**config.mk**
```make
export PLATFORM = sky130hd
export DESIGN_NAME = cordic_phase_gen
export DESIGN_NICKNAME = d
export VERILOG_FILES = /design/src/rtl/cordic_pkg.sv /design/src/rtl/cordic_phase_wrap.sv /design/src/rtl/cordic_phase_gen.sv
export SDC_FILE = /design/constraint.sdc
export NUM_CORES = 1
export LEC_CHECK = 0
export ABC_CLOCK_PERIOD_IN_PS = 5600
export CORE_ASPECT_RATIO = 1.2
export CORE_MARGIN = 8
export CORE_UTILIZATION = 50
export DETAILED_ROUTE_END_ITERATION = 6
export PLACE_DENSITY = 0.7
export RECOVER_POWER = 100
export SYNTH_ARGS = -nofsm -noshare
export SYNTH_HDL_FRONTEND = slang
export SYNTH_SLANG_ARGS = --single-unit
```
**constraint.sdc**
```tcl
create_clock -name clk -period 5.6 [get_ports clk]
set_clock_uncertainty 0.05 [all_clocks]
set_input_delay 1.12 -clock clk [delete_from_list [all_inputs] [get_ports clk]]
set_output_delay 1.12 -clock clk [all_outputs]
set_load 0.005 [all_outputs]
```
**src/rtl/cordic_pkg.sv**
```systemverilog
// Shared constants and state type for the CORDIC angle source.
// Angles are signed Q2.29 radians; the pi constants are sized for 33-bit wrap arithmetic.
package cordic_pkg;

  localparam int WIDTH_DEF = 32;
  localparam int FRAC_DEF  = 29;
  localparam int CNT_W_DEF = 16;
  localparam int DIV_W_DEF = 8;

  localparam logic signed [32:0] PI_Q     = 33'sd1686629713;
  localparam logic signed [32:0] TWO_PI_Q = 33'sd3373259426;

  typedef enum logic {
    IDLE = 1'b0,
    RUN  = 1'b1
  } state_t;

endpackage

```
**src/rtl/cordic_phase_wrap.sv**
```systemverilog
// Folds a one-bit-wider signed angle back into [-pi, pi) with a single +/- 2*pi correction.
// The input must lie in (-2*pi, 2*pi), or be a raw Q2.29 value in [-4, 4).
module cordic_phase_wrap
  import cordic_pkg::*;
#(
  parameter int WIDTH = WIDTH_DEF
) (
  input  logic signed [WIDTH:0]   x,
  output logic signed [WIDTH-1:0] y
);

  localparam int XW = WIDTH + 1;
  localparam logic signed [XW-1:0] PI_W     = XW'(PI_Q);
  localparam logic signed [XW-1:0] TWO_PI_W = XW'(TWO_PI_Q);

  always_comb begin
    y = WIDTH'(x);
    if (x >= PI_W) begin
      y = WIDTH'(x - TWO_PI_W);
    end else if (x < -PI_W) begin
      y = WIDTH'(x + TWO_PI_W);
    end
  end

endmodule

```
**src/rtl/cordic_phase_gen.sv**
```systemverilog
// Phase-accumulating angle source feeding cordic_engine: emits wrapped Q2.29 angles
// with a one-cycle valid strobe, programmable burst length, start phase, step and rate.
module cordic_phase_gen
  import cordic_pkg::*;
#(
  parameter int WIDTH = WIDTH_DEF,
  parameter int FRAC  = FRAC_DEF,
  parameter int CNT_W = CNT_W_DEF,
  parameter int DIV_W = DIV_W_DEF
) (
  input  logic                    clk,
  input  logic                    rst,
  input  logic                    start,
  input  logic                    stop,
  input  logic signed [WIDTH-1:0] phase_init,
  input  logic signed [WIDTH-1:0] phase_step,
  input  logic        [CNT_W-1:0] burst_len,
  input  logic        [DIV_W-1:0] rate_div,
  output logic signed [WIDTH-1:0] angle_out,
  output logic                    angle_valid,
  output logic                    busy,
  output logic                    done
);

  // The pi constants and the wrap rule assume one sign bit plus two integer bits.
  if (WIDTH - FRAC != 3) begin : g_format_check
    $error("cordic_phase_gen: WIDTH - FRAC must be 3 (Q2.x format)");
  end

  localparam logic signed [WIDTH-1:0] PI_S     = WIDTH'(PI_Q);
  localparam logic signed [WIDTH-1:0] STEP_MAX = WIDTH'(PI_Q - 33'sd1);

  state_t                  state;
  logic signed [WIDTH-1:0] acc;
  logic signed [WIDTH-1:0] step;
  logic        [CNT_W-1:0] cnt;
  logic        [CNT_W-1:0] burst_q;
  logic        [DIV_W-1:0] div;
  logic        [DIV_W-1:0] rate_q;

  logic signed [WIDTH-1:0] step_sat;
  logic signed [WIDTH-1:0] init_wrapped;
  logic signed [WIDTH:0]   init_ext;
  logic signed [WIDTH:0]   acc_sum;
  logic signed [WIDTH-1:0] acc_next;
  logic        [CNT_W-1:0] cnt_inc;
  logic                    burst_end;

  // Keeping |step| below pi is what guarantees acc + step never needs a second wrap.
  always_comb begin
    step_sat = phase_step;
    if (phase_step >= PI_S) begin
      step_sat = STEP_MAX;
    end else if (phase_step <= -PI_S) begin
      step_sat = -STEP_MAX;
    end
  end

  assign init_ext  = {phase_init[WIDTH-1], phase_init};
  assign acc_sum   = {acc[WIDTH-1], acc} + {step[WIDTH-1], step};
  assign cnt_inc   = cnt + CNT_W'(1);
  assign burst_end = (burst_q != '0) && (cnt_inc == burst_q);

  cordic_phase_wrap #(
    .WIDTH(WIDTH)
  ) u_init_wrap (
    .x(init_ext),
    .y(init_wrapped)
  );

  cordic_phase_wrap #(
    .WIDTH(WIDTH)
  ) u_acc_wrap (
    .x(acc_sum),
    .y(acc_next)
  );

  always_ff @(posedge clk or posedge rst) begin
    if (rst) begin
      state       <= IDLE;
      acc         <= '0;
      step        <= '0;
      cnt         <= '0;
      burst_q     <= '0;
      div         <= '0;
      rate_q      <= '0;
      angle_out   <= '0;
      angle_valid <= 1'b0;
      busy        <= 1'b0;
      done        <= 1'b0;
    end else begin
      angle_valid <= 1'b0;
      done        <= 1'b0;
      case (state)
        IDLE: begin
          if (start && !stop) begin
            acc     <= init_wrapped;
            step    <= step_sat;
            burst_q <= burst_len;
            rate_q  <= rate_div;
            cnt     <= '0;
            div     <= '0;
            busy    <= 1'b1;
            state   <= RUN;
          end
        end
        RUN: begin
          // An abort wins over an emission due on the same edge.
          if (stop) begin
            busy  <= 1'b0;
            state <= IDLE;
          end else if (div == rate_q) begin
            angle_out   <= acc;
            angle_valid <= 1'b1;
            acc         <= acc_next;
            div         <= '0;
            if (cnt != '1) begin
              cnt <= cnt_inc;
            end
            if (burst_end) begin
              done  <= 1'b1;
              busy  <= 1'b0;
              state <= IDLE;
            end
          end else begin
            div <= div + DIV_W'(1);
          end
        end
        default: begin
          busy  <= 1'b0;
          state <= IDLE;
        end
      endcase
    end
  end

endmodule

```
== Yosys cells after proc, flatten, opt, wreduce, memory -nomap -nowiden ==
Index checks and enable logic that the tools add are counted.
Cells by class
  muxes and demuxes: 36
  add/sub/neg operators: 7
  multipliers: 0
  div/mod/pow operators: 0
  magnitude comparators: 6
  equality and inequality tests: 9
  shifts and indexed selects: 0
  bitwise operators: 2
  reductions and logical operators: 10
Operator list (number)
  $mux 32: 9
  $add 32x31->32 const B: 2
  $ge 32x32->1 const B: 2
  $mux 16: 4
  $pmux 32 s2: 1
  $sub 32x31->32 const B: 2
  $add 32x32->33: 1
  $ge 33x32->1 const B: 1
  $lt 33x32->1 const B: 1
  $le 32x32->1 const B: 1
  $lt 32x32->1 const B: 1
  $pmux 16 s2: 1
  $mux 8: 3
  $add 16x1->16 const B: 1
  $eq 16x16->1: 1
  $ne 16x16->1 const B: 1
  $pmux 8 s2: 1
  $reduce_bool 16->1: 1
  $mux 1: 15
  $reduce_and 3->1: 3
  $add 8x1->8 const B: 1
  $eq 8x8->1: 1
  $ne 3x2->1 const B: 2
  $ne 2x1->1 const B: 2
  other kinds (7): 12
Word-level totals
  logic and storage cells: 81
  memories kept: 0
  bits in read-only memories: 0
  bits in writable memories: 0
  bits of input ports: 92
  output and inout port bits: 35
  flip-flop bits (word level): 148
  bits in latches: 0

== Logic depth before layout (Yosys ltp) ==
Gate-level depths: netlist of run 1.
  word-level depth: 7
  depth in mapped cells: 18
  gate-level depth less buffers: 15

== Hierarchy ==
From an unflattened synthesis of run 1, not the netlist that was laid out.
Unflattened totals
  cells, all modules: 1497
  area, all modules: 11808.8 sq um
Modules (own cells, without submodules)
  cordic_phase_gen: area an instance 8658.3 sq um, instances 1, seq. area each 3703.6 sq um, cells an instance 1007
  cordic_phase_wrap: area an instance 1575.3 sq um, instances 2, seq. area each 0.0 sq um, cells an instance 245

== Worst setup path before layout of run 1 ==
No wires, ideal clock.
  path kind: register to register
  start: register acc[0]
  end: register acc[20]
  period minus slack after synthesis: 4.702 ns
  path slack: 0.898 ns
  path buffers: 2
  data required time: 5.478 ns
  setup time: 0.072 ns
  stages on the path, launching flop included: 17
  arrival time: 4.580 ns
  path through: dfrtp_1 > ha_1 > fa_1 > a211oi_4 > o211ai_2 > a21oi_4 > a2111oi_2 > or4_1 > and3_1 > buf_6 > or4_4 > o41a_1 > a21o_1 > buf_6 > o22ai_1 > mux2_1 > nor2_1
Between the ends
  word-level cells in the longest chain between the ends: 7
  elaborated cells between the ends (all ways): 10
  classes of those cells: add/sub (3); order compare (2); mux (5)
RTL lines
  start, declared: line cordic_phase_gen.sv:34  | logic signed [WIDTH-1:0] acc;
  start signal, assigned: line cordic_phase_gen.sv:97  | acc <= init_wrapped;
  start signal, assigned: line cordic_phase_gen.sv:115  | acc <= acc_next;
  $add 32x32->33 (*): line cordic_phase_gen.sv:60  | assign acc_sum = {acc[WIDTH-1], acc} + {step[WIDTH-1], step};
  $add 32x31->32 or $lt 33x32->1 (tied branches): line cordic_phase_wrap.sv:21, cordic_phase_wrap.sv:20
  $mux 32: line cordic_phase_wrap.sv:20  | end else if (x < -PI_W) begin
  $mux 32 (*): line cordic_phase_wrap.sv:18  | if (x >= PI_W) begin
  $mux 32 (*): line cordic_phase_gen.sv:112  | end else if (div == rate_q) begin
  $mux 32 (*): line cordic_phase_gen.sv:109  | if (stop) begin
  $pmux 32 s2 (*): line cordic_phase_gen.sv:94  | case (state)
Every way passes the cells marked *; elsewhere a longest branch is shown, timed or not. The select of a mux whose other input is x is not followed.
A chain may end at the register's enable or synchronous reset.

== Worst setup path in the final report of run 1 ==
  start: register acc[0]
  end: register acc[9]
The elaborated chain is that of the path after synthesis.

==> results of run 1 <==
==> final cells by class <==
class,count,area share
clock buffer,17,0.03072
clock inverter,15,0.01075
inverter,27,0.007319
multi-input combinational,1273,0.5469
sequential,148,0.2675
tap,315,0.02846
timing repair buffer,161,0.1083
==> metal layers <==
| metal | up-vias | part of all wire |
|---|---|---|
| met5 | - | 0 |
| met4 | 0 | 0.030 |
| met3 | 88 | 0.072 |
| met2 | 496 | 0.47 |
| met1 | 5714 | 0.43 |
| li1 | 5758 | - |
==> kinds of logic (layout without fill, tap and decap cells) <==
| kind of cell | count (synthesis) | in the layout | share of synthesized area |
|---|---|---|---|
| AO/OA/AOI/OAI | 450 | 450 | 0.2564 |
| XOR/XNOR | 100 | 100 | 0.07451 |
| AND/OR/NAND/NOR | 662 | 662 | 0.2527 |
| multiplexers | 20 | 20 | 0.01724 |
| flip-flops | 148 | 148 | 0.3151 |
| buffers and inverters | 117 | 220 | 0.03981 |
| adder cells (fa/ha/maj) | 41 | 41 | 0.04428 |
==> worst min-delay path, delay by kind of cell, from the launching register on <==
kind,cells,cell delay [ns]
flip-flops,1,0.33
AND/OR/NAND/NOR,2,0.11
==> power groups by stage <==
stage          Combinational (mW)  Sequential [mW]  Clock [mW]
2_1_floorplan                4.36             1.59           0
3_3_place_gp                 6.08             1.68           0
3_5_place_dp                 6.07             1.69           0
4_1_cts                      6.11             1.67        1.16
5_1_grt                      6.65             1.70        1.20
6_report                     6.15             1.67        1.15
==> per-stage QoR <==
step / power, mW / setup slack (ns) / hold slack, ns
2_1_floorplan: 5.948 / 0.4503 / 0.3928
3_3_place_gp: 7.760 / 0.3785 / 0.4059
3_5_place_dp: 7.756 / 0.3796 / 0.4117
4_1_cts: 8.946 / 0.3469 / 0.4279
5_1_grt: 9.553 / 0.07793 / 0.4414
6_report: 8.970 / 0.1212 / 0.4176
==> state kept, by name (all words and copies together) (netlist names) <==
name and flops:
div 8, angle_valid 1, rate_q 8, state 1, cnt 16, angle_out 32, acc 32, done 1
step 32, busy 1, burst_q 16
==> synth_stat cells, types with 5 or more instances <==
cell,instances
a2111oi_0,5
a211o_1,8
a211oi_1,18
a21o_1,16
a21oi_1,109
a221o_1,8
a221oi_1,6
a22o_1,10
a22oi_1,12
a31o_2,5
a31oi_1,12
a41oi_1,6
and2_1,9
and3_1,20
and4_1,6
buf_1,6
buf_2,7
clkbuf_1,73
dfrtp_1,148
ha_1,40
inv_1,27
mux2i_1,18
nand2_1,326
nand2b_1,9
nand3_1,47
nand4_1,22
nor2_1,114
nor3_1,46
nor4_1,20
o211ai_1,19
o21a_1,18
o21ai_0,107
o21ai_1,6
o22ai_1,12
o31ai_1,16
or2_2,7
or3_1,18
or4_1,5
xnor2_1,56
xor2_1,44
==> worst max path at each step <==
stage                        from                   to  cells past startpoint
6_report       acc[0]$_DFFE_PP0P_   acc[9]$_DFFE_PP0P_                     15
5_1_grt        acc[0]$_DFFE_PP0P_   acc[9]$_DFFE_PP0P_                     15
4_1_cts        acc[0]$_DFFE_PP0P_  acc[26]$_DFFE_PP0P_                     15
3_5_place_dp   acc[0]$_DFFE_PP0P_  acc[12]$_DFFE_PP0P_                     14
3_3_place_gp   acc[0]$_DFFE_PP0P_  acc[26]$_DFFE_PP0P_                     15
2_1_floorplan                 rst   acc[0]$_DFFE_PP0P_                      1
==> impl_metrics.env, run 1 <==
export IMPL_run_status="complete, but fails checks"
export IMPL_violations="design-rule violations, max-capacitance violations, max-slew violations"
export IMPL_syn_cell_area_mm2=0.01176
export IMPL_p_int_mw=4.285
export IMPL_grt_first_pass_wirelength_mm=62.92
export IMPL_synthTopCellsByArea="dfrtp_1 32%, nand2_1 10%, a21oi_1 4.6%"
export IMPL_p_comb_frac=0.686
export IMPL_reg2reg_from="acc[0]$_DFFE_PP0P_"
export IMPL_sw_frac_of_total=0.5223
export IMPL_clock_sinks=148
export IMPL_use_met3=0.03975
export IMPL_layout_min_cycle_time_ns=5.479
export IMPL_dp_hpwl_mm=30.14
export IMPL_cpMaxStageDelayCell="o41a_1"
export IMPL_crit_chain="ha_1 -> fa_1 -> a211oi_4 -> o21ai_1 -> a22oi_1 -> o211ai_1 -> xnor2_1 -> nand4_1 -> or4_1 -> o41a_1 -> a21oi_1 -> clkbuf_2 -> a2111oi_0 -> nor4bb_1 -> nand2_1"
export IMPL_synth_top_flop_cell="dfrtp_1"
export IMPL_cp_required_ns=5.86
export IMPL_final_cell_mix="325 x nand2_1, 148 x dfrtp_1, 113 x nor2_1, 110 x a21oi_1, 109 x o21ai_0"
export IMPL_leakage_nw=5.936
export IMPL_drtAntennaViolNets=0
export IMPL_async_flop_share=1.000
export IMPL_core_mm2=0.02313
export IMPL_nets=1761
export IMPL_grt_use_total=0.2773
export IMPL_clkTransAtPathRegs_ns=0.06
export IMPL_worstHoldStart="angle_out[7]$_DFFE_PP0P_"
export IMPL_clock_root_buffer="clkbuf_16"
export IMPL_portBuffers=126
export IMPL_p_per_area_mw_per_mm2=647.8
export IMPL_nFillCells=2234
export IMPL_finalWirelength_mm=39.62
export IMPL_initial_core_util=0.5083
export IMPL_power_frac_seq=0.187
export IMPL_r2r_end="acc[9]$_DFFE_PP0P_"
export IMPL_worstRegToRegCells=15
export IMPL_rsz0062_at_grt="false"
export IMPL_slew_limit_headroom=-1.231
export IMPL_dp_cells=1924
export IMPL_dieWidth_um=156.0
export IMPL_place_area_mm2=0.01334
export IMPL_hold_path_end="angle_out[7]$_DFFE_PP0P_"
export IMPL_synth_edf_count=0
export IMPL_busiest_layer="met2"
export IMPL_antenna_diode_count=0
export IMPL_clk_path_buf_depth=2
export IMPL_grt_max_degree=91
export IMPL_yosysWarnings=0
export IMPL_synth_seq_cells=148
export IMPL_drt_iter0_drc=1003
export IMPL_hold_class="reg2reg"
export IMPL_drt_vias_per_instance=6.164
export IMPL_drcViolationCount=2
export IMPL_holdBufCountCts=0
export IMPL_ctsResizeCount=0
export IMPL_multi_input_area_mm2=0.007574
export IMPL_crit_type="reg2reg"
export IMPL_holdPathStages=2
export IMPL_synth_seq_area_share=0.3151
export IMPL_critical_path_max_stage_delay_ns=0.54
export IMPL_numCtsBuffers=17
export IMPL_ys_types=84
export IMPL_critPathTopFamily="compound AO/OA/AOI/OAI gates"
export IMPL_gr_usage_met1=0.3706
export IMPL_syn2layout_area_growth_pct=17.80
export IMPL_dr_pass1_iters=7
export IMPL_yosys_area_top_type="dfrtp_1"
export IMPL_crit_fanout=14
export IMPL_setup_viol=0
export IMPL_finalHoldViolations=0
export IMPL_grt_pass1_vias=11500
export IMPL_fin_tns_setup_ns=0
export IMPL_stdcell_count=1956
export IMPL_netSwitchingPower_mw=4.686
export IMPL_grt_overflow=0
export IMPL_num_rows=61
export IMPL_syn_nets=1671
export IMPL_cap_violations=2
export IMPL_clkPwrFrac=0.128
export IMPL_synth_top_area_share=0.3151
export IMPL_dr_total_vias=12060
export IMPL_place_gp_congestion=1.002
export IMPL_ff_latch_area_mm2=0.003704
export IMPL_die_area_mm2=0.02869
export IMPL_vdd_ir_drop_max_uv=306.0
export IMPL_finalCritPeriodShare=0.9784
export IMPL_use_met2=0.4492
export IMPL_final_area_mm2=0.01385
export IMPL_cts_max_level=4
export IMPL_cts_tree="yes"
export IMPL_die_y_um=184.0
export IMPL_worst_setup_path_end_kind="flip-flop"
export IMPL_drive_gt1_frac=0.05545
export IMPL_syn_inst=1538
export IMPL_post_route_util=0.5988
export IMPL_layout_commonest_cell="nand2_1"
export IMPL_crit_arrival_ns=5.74
export IMPL_io_pins=127
export IMPL_fmax_ghz=0.1825
export IMPL_drv_slew=128
export IMPL_syn_area_per_cell_um2=7.643
export IMPL_wl_per_cell_um=20.26
export IMPL_path_buf_inv=1
export IMPL_postCtsSetupBuffers=0
export IMPL_start_kind="flip-flop"
export IMPL_tightestPinTransition_ns=3.346
export IMPL_clock_latency_ns=0.44
export IMPL_rrSetupSlack_ns=0.12
export IMPL_antenna_found_initial=0
(Power assumes the default switching activity.)
==> run 2: changes to the inputs <==
Settings changed: ABC_AREA set to 1, CELL_PAD_IN_SITES_DETAIL_PLACEMENT set to 0, CELL_PAD_IN_SITES_GLOBAL_PLACEMENT set to 1, CORE_UTILIZATION 50 to 41, HOLD_SLACK_MARGIN set to 0.05, PLACE_DENSITY 0.7 to 0.8.
==> impl_metrics.env, run 2 <==
export IMPL_run_status="complete, but fails checks"
export IMPL_violations="max-capacitance violations, max-slew violations"
export IMPL_path_buf_inv=6
export IMPL_synth_compound_area_frac=0.1190
export IMPL_syn2layout_area_growth_pct=15.57
export IMPL_synth_top_area_share=0.2571
export IMPL_start_kind="input pin"
export IMPL_synth_common_cells="904 x nand2_1, 317 x inv_1, 241 x nor2_1"
export IMPL_portBuffers=126
export IMPL_numCtsBuffers=17
export IMPL_clkTransAtPathRegs_ns=0.07
export IMPL_io_pins=127
export IMPL_place_gp_congestion=0.9428
export IMPL_drcViolationCount=0
export IMPL_syn_cell_area_mm2=0.01440
export IMPL_ctsResizeCount=0
export IMPL_synthSimpleGateAreaFrac=0.4390
export IMPL_synth_top_flop_cell="dfrtp_1"
export IMPL_synth_seq_area_share=0.2571
export IMPL_setup_worst_path_start="stop"
export IMPL_async_flop_share=1.000
export IMPL_cts_max_level=4
export IMPL_crit_type="in2reg"
export IMPL_synth_seq_cells=148
export IMPL_grt_max_degree=88
export IMPL_clk_path_buf_depth=2
export IMPL_post_synth_top_count_cell="nand2_1"
export IMPL_worstHoldStart="angle_out[24]$_DFFE_PP0P_"
export IMPL_cts_tree="yes"
export IMPL_synth_top_family_by_area="simple AND/OR/NAND/NOR gates"
export IMPL_holdWs_ns=0.4193
export IMPL_nFillCells=3790
export IMPL_reg2reg_from="acc[17]$_DFFE_PP0P_"
export IMPL_path_depth=12
export IMPL_dr_pass1_iters=5
export IMPL_fin_tns_setup_ns=0
export IMPL_syn_nets=2584
export IMPL_tightestPinTransition_ns=3.508
export IMPL_worst_setup_path_end_kind="flip-flop"
export IMPL_grt_first_pass_wirelength_mm=84.71
export IMPL_yosys_area_share_adder=0.03614
export IMPL_wl_per_cell_um=17.86
export IMPL_finalHoldViolations=0
export IMPL_layout_min_cycle_time_ns=4.646
export IMPL_finalCritPeriodShare=0.8297
export IMPL_nets=2682
export IMPL_reg_top3="acc (32), angle_out (32), step (32)"
export IMPL_synthXorXnorAreaFrac=0.04135
export IMPL_cp_required_ns=5.84
export IMPL_ys_types=55
export IMPL_core_mm2=0.03481
export IMPL_grt_use_total=0.2539
export IMPL_cp_common_cell="inv_1"
export IMPL_worstRegToRegCells=23
export IMPL_antenna_diode_count=0
export IMPL_drt_iter0_drc=1367
export IMPL_drive_gt1_frac=0.04567
export IMPL_dieWidth_um=187.1
export IMPL_cpMaxStageDelayCell="clkbuf_1"
export IMPL_syn_area_per_cell_um2=5.876
export IMPL_yosysWarnings=0
export IMPL_muxShareOfSynthArea=0
export IMPL_clock_sinks=148
export IMPL_dr_total_vias=16100
export IMPL_clock_latency_ns=0.45
export IMPL_layout_commonest_cell="nand2_1"
export IMPL_crit_chain="dlygate4sd3_1 -> inv_1 -> nand3_1 -> inv_1 -> nor2_1 -> inv_1 -> nand2_1 -> clkbuf_1 -> nor2_1 -> clkbuf_1 -> nand2_1 -> o22ai_1"
export IMPL_critPathTopFamily="buffers and inverters"
export IMPL_synthTopCellsByArea="dfrtp_1 26%, nand2_1 24%, inv_1 8.3%"
export IMPL_postCtsSetupBuffers=0
export IMPL_crit_fanout=35
export IMPL_critical_path_max_stage_delay_ns=1.22
export IMPL_rsz0062_at_grt="false"
export IMPL_holdBufCountCts=0
export IMPL_drtAntennaViolNets=0
export IMPL_grt_pass1_vias=15490
export IMPL_yosys_area_top_type="dfrtp_1"
export IMPL_synth_edf_count=0
export IMPL_cap_violations=5
export IMPL_post_route_util=0.4781
export IMPL_antenna_found_initial=0
export IMPL_drv_slew=247
export IMPL_die_y_um=221.3
export IMPL_holdPathStages=2
export IMPL_finalWirelength_mm=53.99
export IMPL_slew_limit_headroom=-1.339
export IMPL_drt_vias_per_instance=5.322
export IMPL_syn_inst=2451
export IMPL_clock_root_buffer="clkbuf_16"
export IMPL_setup_viol=0
export IMPL_num_rows=75
export IMPL_final_cell_mix="904 x nand2_1, 317 x inv_1, 240 x nor2_1, 192 x nand3_1, 148 x dfrtp_1"
export IMPL_crit_arrival_ns=4.89
export IMPL_die_area_mm2=0.04141
export IMPL_initial_core_util=0.4137
export IMPL_grt_overflow=0
export IMPL_hold_class="reg2reg"
export IMPL_dp_hpwl_mm=43.61
export IMPL_fmax_ghz=0.2152
[run 2: changes by cell type after synthesis, moves of 29 or more]
| cell | delta |
|---|---|
| nor2_1 | +127 |
| inv_1 | +290 |
| xnor2_1 | -48 |
| nand3_1 | +145 |
| nand2_2 | +34 |
| clkbuf_1 | -29 |
| nand2_1 | +578 |
[run 2: metrics by stage]
step	instances	worst slack, ns	area, um^2
after detailed placement	2992	1.221	16070
after global routing	3024	0.4646	16640
after CTS	3024	1.382	16670
final	3024	0.9539	16640
after floorplan	2451	0.4503	14400
after global placement	2992	1.242	16070
[run 2: worst reg2reg max path, cell delays in order (launching register included)]
cell	delay, ns
dfrtp_1	0.51
ha_1	0.50
nand2_1	0.13
nor2_1	0.19
nand2_1	0.12
nor2_1	0.10
nand2_1	0.09
nand3_1	0.12
nand2_1	0.05
nand2_1	0.34
nand2_1	0.16
inv_1	0.18
nand2_1	0.07
nor2_1	0.09
nand2_1	0.05
nor2_1	0.08
nor2_1	0.05
nand2_2	0.25
nand2_4	0.28
inv_4	0.29
nand2_1	0.11
o21ai_1	0.11
nand2_1	0.17
a21oi_1	0.18
[run 2: area by class of cell]
class                           count  area, um^2  share of cell area
Clock buffer                       17       425.4             0.02556
Clock inverter                     15       177.7             0.01067
Inverter                          329        1237             0.07434
Multi-Input combinational cell   1910        9155              0.5500
Sequential cell                   148        3704              0.2225
Tap cell                          462       578.1             0.03473
Timing Repair Buffer              143        1368             0.08216
[run 2: final timing paths]
check | end | slack (ns)
max in group asynchronous | angle_out[2]$_DFFE_PP0P_ | 1.25
max | cnt[13]$_DFFE_PP0P_ | 0.95
min in group asynchronous | step[29]$_DFFE_PP0P_ | 2.21
min reg2reg | angle_out[24]$_DFFE_PP0P_ | 0.42
max reg2reg | acc[30]$_DFFE_PP0P_ | 1.26
min | angle_out[24]$_DFFE_PP0P_ | 0.42
[run 2: layer usage]
| layer | global-route usage | wire [um] |
|---|---|---|
| met3 | 0.03288 | 2767 |
| met1 | 0.3348 | 24430 |
| met2 | 0.4213 | 25050 |
| met5 | 0 | 0 |
| met4 | 0.08771 | 1747 |
[run 2: kinds of logic after synthesis]
family,count (synthesis)
AO/OA/AOI/OAI,299
flip-flops,148
buffers and inverters,393
adder cells (fa/ha/maj),41
AND/OR/NAND/NOR,1502
XOR/XNOR,68
Power of run 2 is left out: the tool's default activity adds up to more than one toggle a clock period on the data nets, which glitch-free logic cannot reach.
